$ cat src/rtl/mem_march_bist.sv
// March C- BIST engine driving a DW x 2**AW single-port memory with 1-cycle read latency.
// Runs M0..M5, aborts on the first mismatch and holds that mismatch's address and data.
module mem_march_bist #(
  parameter int DW = 8,
  parameter int AW = 5
) (
  input  logic          CLK,
  input  logic          RST_N,
  input  logic          start,
  output logic          busy,
  output logic          done,
  output logic          fail,
  output logic [AW-1:0] fail_addr,
  output logic [DW-1:0] fail_expected,
  output logic [DW-1:0] fail_actual,
  output logic [AW-1:0] addr,
  output logic [DW-1:0] data_in,
  output logic          write,
  output logic          read,
  input  logic [DW-1:0] data_out
);
  localparam logic [2:0] S_IDLE = 3'd0;
  localparam logic [2:0] S_WR   = 3'd1;
  localparam logic [2:0] S_RD   = 3'd2;
  localparam logic [2:0] S_CMP  = 3'd3;
  localparam logic [2:0] S_DONE = 3'd4;

  logic [2:0]    state_q, state_d;
  logic [2:0]    elem_q, elem_d;
  logic [AW-1:0] addr_q, addr_d;
  logic [DW-1:0] data_in_q, data_in_d;
  logic          write_q, write_d, read_q, read_d;
  logic          busy_q, busy_d, done_q, done_d, fail_q, fail_d;
  logic [AW-1:0] fail_addr_q, fail_addr_d;
  logic [DW-1:0] fail_exp_q, fail_exp_d, fail_act_q, fail_act_d;

  logic          down, last_addr;
  logic [DW-1:0] rd_bg, wr_bg;

  // M3/M4 walk downwards; reads expect the background the previous element wrote.
  assign down      = (elem_q == 3'd3) || (elem_q == 3'd4);
  assign last_addr = down ? (addr_q == '0) : (addr_q == '1);
  assign rd_bg     = ((elem_q == 3'd2) || (elem_q == 3'd4)) ? '1 : '0;
  assign wr_bg     = ((elem_q == 3'd1) || (elem_q == 3'd3)) ? '1 : '0;

  always_comb begin
    state_d     = state_q;
    elem_d      = elem_q;
    addr_d      = addr_q;
    data_in_d   = data_in_q;
    write_d     = 1'b0;
    read_d      = 1'b0;
    busy_d      = busy_q;
    done_d      = done_q;
    fail_d      = fail_q;
    fail_addr_d = fail_addr_q;
    fail_exp_d  = fail_exp_q;
    fail_act_d  = fail_act_q;
    case (state_q)
      S_IDLE, S_DONE: begin
        if (start) begin
          state_d     = S_WR;
          elem_d      = 3'd0;
          addr_d      = '0;
          data_in_d   = '0;
          write_d     = 1'b1;
          busy_d      = 1'b1;
          done_d      = 1'b0;
          fail_d      = 1'b0;
          fail_addr_d = '0;
          fail_exp_d  = '0;
          fail_act_d  = '0;
        end
      end
      S_WR: begin
        if (last_addr) begin
          // Every element after M0 opens with a read; M3/M4 start from the top.
          elem_d  = elem_q + 3'd1;
          addr_d  = ((elem_q == 3'd2) || (elem_q == 3'd3)) ? '1 : '0;
          state_d = S_RD;
          read_d  = 1'b1;
        end else begin
          addr_d = down ? addr_q - AW'(1) : addr_q + AW'(1);
          if (elem_q == 3'd0) begin
            state_d = S_WR;
            write_d = 1'b1;
          end else begin
            state_d = S_RD;
            read_d  = 1'b1;
          end
        end
      end
      S_RD: state_d = S_CMP;
      S_CMP: begin
        if (data_out != rd_bg) begin
          state_d     = S_DONE;
          busy_d      = 1'b0;
          done_d      = 1'b1;
          fail_d      = 1'b1;
          fail_addr_d = addr_q;
          fail_exp_d  = rd_bg;
          fail_act_d  = data_out;
        end else if (elem_q != 3'd5) begin
          state_d   = S_WR;
          write_d   = 1'b1;
          data_in_d = wr_bg;
        end else if (last_addr) begin
          state_d = S_DONE;
          busy_d  = 1'b0;
          done_d  = 1'b1;
        end else begin
          addr_d  = addr_q + AW'(1);
          state_d = S_RD;
          read_d  = 1'b1;
        end
      end
      default: state_d = S_IDLE;
    endcase
  end

  always_ff @(posedge CLK or negedge RST_N) begin
    if (!RST_N) begin
      state_q     <= S_IDLE;
      elem_q      <= 3'd0;
      addr_q      <= '0;
      data_in_q   <= '0;
      write_q     <= 1'b0;
      read_q      <= 1'b0;
      busy_q      <= 1'b0;
      done_q      <= 1'b0;
      fail_q      <= 1'b0;
      fail_addr_q <= '0;
      fail_exp_q  <= '0;
      fail_act_q  <= '0;
    end else begin
      state_q     <= state_d;
      elem_q      <= elem_d;
      addr_q      <= addr_d;
      data_in_q   <= data_in_d;
      write_q     <= write_d;
      read_q      <= read_d;
      busy_q      <= busy_d;
      done_q      <= done_d;
      fail_q      <= fail_d;
      fail_addr_q <= fail_addr_d;
      fail_exp_q  <= fail_exp_d;
      fail_act_q  <= fail_act_d;
    end
  end

  assign busy          = busy_q;
  assign done          = done_q;
  assign fail          = fail_q;
  assign fail_addr     = fail_addr_q;
  assign fail_expected = fail_exp_q;
  assign fail_actual   = fail_act_q;
  assign addr          = addr_q;
  assign data_in       = data_in_q;
  assign write         = write_q;
  assign read          = read_q;
endmodule
$ cat config.mk
export PLATFORM = sky130hd
export DESIGN_NAME = mem_march_bist
export DESIGN_NICKNAME = d
export VERILOG_FILES = /design/src/rtl/mem_march_bist.sv
export SDC_FILE = /design/constraint.sdc
export NUM_CORES = 1
export LEC_CHECK = 0
export CAP_MARGIN = 20
export CORE_MARGIN = 2
export CORE_UTILIZATION = 50
export DETAILED_ROUTE_END_ITERATION = 8
export GPL_ROUTABILITY_DRIVEN = 0
export MAX_ROUTING_LAYER = met4
export PLACE_DENSITY = 0.91
export SETUP_SLACK_MARGIN = 0.5
export SYNTH_ARGS = -nofsm -noshare
export SYNTH_HDL_FRONTEND = slang
export SYNTH_SLANG_ARGS = --single-unit
$ cat constraint.sdc
create_clock -name CLK -period 6.3 [get_ports CLK]
set_input_delay 1.26 -clock CLK [delete_from_list [all_inputs] [get_ports CLK]]
set_output_delay 1.26 -clock CLK [all_outputs]
set_load 0.05 [all_outputs]
==> results.txt <==
----------------------------------------------------
[Global route]
  Antenna violations before repair ... 0
  Total gr overflow ... 0
  Largest net degree at the start of global routing ... 35
  First-pass GRT wire length ... 7.01 mm
  GRT Overall Usage ... 22.0%
  Number of global-route vias before repair ... 1,534

[CTS]
  Post-cts gate resize count ... 0
  Root Driver ... sky130_fd_sc_hd__clkbuf_8
  # Post-CTS Setup Buffers ... 0
  Post-CTS Hold Buffers ... 0
  CTS tree ... done
  Deepest clock path buffer count ... 2
  TritonCTS sink count ... 31
  Clock buffers created by TritonCTS ... 5
  Clock network latency to the later pin of the worst-skew pair ... 0.28 ns
  H-tree depth ... 2
  Clock slew at the register clock pins of the worst setup and hold paths ... 0.07 ns

[Critical path]
  Worst Setup Path Type ... primary input to register
  Critical path cell sequence ... clkdlybuf4s50_1 > nand4_1 > or3_4 > and3_4 > o41ai_1 > o21ai_1
  Arrival time of the worst setup path ... 3.13 ns
  Crit path launch type ... primary input
  CP max-delay cell ... sky130_fd_sc_hd__clkdlybuf4s50_1
  FF-to-FF End ... addr[2]
  Endpoint required time on the critical path ... 6.44 ns
  Critical path endpoint category ... register
  Worst Reg-to-Reg Cells ... 7
  Crit Path Max Fanout ... 34
  Setup slack of the most critical reg-to-reg path ... 3.84 ns
  Crit path largest cell delay ... 0.51 ns
  Crit Reg-Reg Startpoint ... addr[0]

[Logic synthesis]
  Synth Area in Adders ... 5.32%
  Fraction of synthesis flops using an asynchronous set or reset pin ... 100%
  Largest family of logic cells by synthesized area ... compound AO/OA/AOI/OAI gates
  Synthesized-area fraction occupied by and/or/nand/nor cells ... 18.8%
  Count of state elements after synthesis ... 31
  Mapped Nets ... 232
  Number of warnings printed during yosys synthesis ... 0
  Number of enable flip-flop cells after synthesis ... 0
  Dominant synthesized flop cell ... sky130_fd_sc_hd__dfrtp_1
  Compound-Gate Fraction of Synth Area ... 20.7%
  Gate count of the mapped netlist ... 213
  Proportion of synthesized chip area in sequential cells ... 41.2%
  Combined area of all synthesized cells ... 0.00188 mm²
  Number of library cell types mapped by synthesis ... 43
  Multiplexer share of the synthesized area ... 3.79%
  Avg Synthesized Cell Area ... 8.83 µm²
  Post-synthesis xor/xnor area fraction ... 0%

[Die]
  I/O pin cnt ... 50
  Floorplan die area ... 0.00427 mm²
  Placeable core area ... 0.00363 mm²
  Row cnt ... 22
  Horiz. Die Dim ... 65.4 µm
  Die height ... 65.4 µm
  Initial standard-cell utilization of the core ... 51.8%

[Power and ir drop]
  Tot Pwr ... 956 µW
  Peak ir drop on the vdd network ... 0.000182 V
  Power Density ... 404 mW/mm²
  LEAKAGE ... 0.971 nW

[Routing]
  Total number of vias ... 1,703
  Wirelength, routed ... 4.07 mm
  Average via count per standard cell ... 5.75
  Wirelength per Cell ... 13.8 µm
  Count of antenna-violating nets left after detailed routing ... 0
  Number of design rule violations left after detail routing ... 0
  Initial detailed-routing violation count ... 140
  Number of detailed-routing iterations run before antenna repair ... 5

[Timing]
  Max Transition Viols Final ... 0
  Total Neg Setup Slack ... 0 ns
  Unrepaired setup endpoints after global routing ... false
  Finish-stage setup viols ... 0
  Post-route clock period utilization ... 47.4%
  Post-Route Skew ... 0.00803 ns
  Max Freq ... 335 MHz
  Headroom to the max-slew limit ... 58.7%
  Min cycle time layout ... 2.98 ns
  Final Hold Fails ... 0
  Transition at the pin with the smallest max-transition slack ... 0.619 ns

[Min path]
  Hold Path Depth ... 1
  Kind of path behind the tightest hold check ... register to register
  Source of the worst hold timing path ... fail
  WHS Endpoint ... fail

[Final layout]
  Share of post-route cells with drive strength above 1 ... 6.05%
  Diode insertion count for antenna repair ... 0
  Area Growth Syn to Fin ... 25.7%
  Post-layout nets ... 266

[Place]
  Sum of net half-perimeters after detailed placement ... 2.97 mm
  Number of buffer cells added on primary ports ... 49

[Outcome]
  Status ... finished clean

[Run]
  Max-cap check violation count ... 0

----------------------------------------------------
[power by group]
part           leakage, nW  internal, mW  total [mW]  switching, mW
registers            0.411         0.258       0.315         0.0571
clock network       0.0422        0.0774       0.148         0.0705
logic                0.517         0.167       0.493          0.325
[cell usage after synthesis (all sizes together) (4+ instances only)]
master   n  area (µm²)
ha       8         100
dfrtp   31         776
o41ai    4        50.1
nand2   38         143
nand3    9        45.0
o21ai   23         115
o22ai    4        25.0
a21oi   11        55.1
o31ai    5        37.5
inv      8        30.0
nor2    12        45.0
clkbuf   5        18.8
buf     18         138
[sequential cells by signal (all words and copies together), names as in the netlist]
register,cells
addr,5
busy,1
data_in,1
done,1
elem_q,3
fail,1
fail_actual,8
fail_addr,5
fail_expected,1
read,1
state_q,3
write,1
[per-layer routing]
metal	vias up	part of all wire (%)	global-route usage (%)
li1	812	-	-
met1	787	41	27.3
met2	96	48	34.6
met3	8	9.3	6.16
met4	0	1.8	7.81
met5	-	0	-
[final cells by class]
type                    count  area [µm²]
clock inverters             1        5.00
multi-input cells         150         916
inverters                   9        33.8
flip-flops and latches     31         776
repair buffers             50         498
fillers                   320        1270
well taps                  48        60.1
clock buffers               7        76.3
[per-stage QoR]
step                util, %  worst slack [ns]  cell area (µm²)  instances  hold slack, ns
finish                 65.1              3.32             2360        296           0.495
detailed placement     62.8              3.04             2280        288           0.484
global placement       62.8              3.06             2280        288           0.462
floorplan                 -              3.71             1880        213           0.515
global route           65.1              3.17             2360        296           0.518
CTS                    65.1              3.32             2360        296           0.502
[cells by family (layout without fill, tap and decap cells)]
logic type | Yosys count | count (layout)
compound gates | 61 | 61
fa+ha+maj | 8 | 8
buf+inv | 32 | 67
flops | 31 | 31
mux | 6 | 6
simple gates | 75 | 75
[cell usage in the layout, fill, tap and decap left out, drive strengths merged, types with 2 or more instances in the layout]
| cell type | count |
|---|---|
| clkdlybuf4s50 | 49 |
| nand2 | 38 |
| dfrtp | 31 |
| o21ai | 23 |
| nor2 | 12 |
| a21oi | 11 |
| nand3 | 9 |
| inv | 8 |
| ha | 8 |
| clkbuf | 7 |
| o31ai | 5 |
| o22ai | 4 |
| o41ai | 4 |
| mux2i | 3 |
| a31oi | 3 |
| a21o | 3 |
| mux2 | 3 |
| nor4 | 2 |
| nand4 | 2 |
| nor3b | 2 |
| nor3 | 2 |
| and3 | 2 |
| clkinv | 2 |
[worst max path at each step]
stage                           start  endpoint  slack (ns)
after detailed placement  data_out[7]   addr[2]        3.04
after global placement    data_out[7]   addr[2]        3.06
final                     data_out[7]   addr[2]        3.32
after floorplan           data_out[7]   addr[0]        3.71
after CTS                 data_out[7]   addr[2]        3.32
after global routing            start   addr[4]        3.17
[worst max-delay path, delay by kind of cell]
| family | cells | cell delay (ns) |
|---|---|---|
| AOI/OAI and AO/OA | 2 | 0.49 |
| buffers and inverters | 1 | 0.51 |
| and+or+nand+nor | 3 | 0.87 |
No activity file was read; power rests on OpenSTA's default activity.
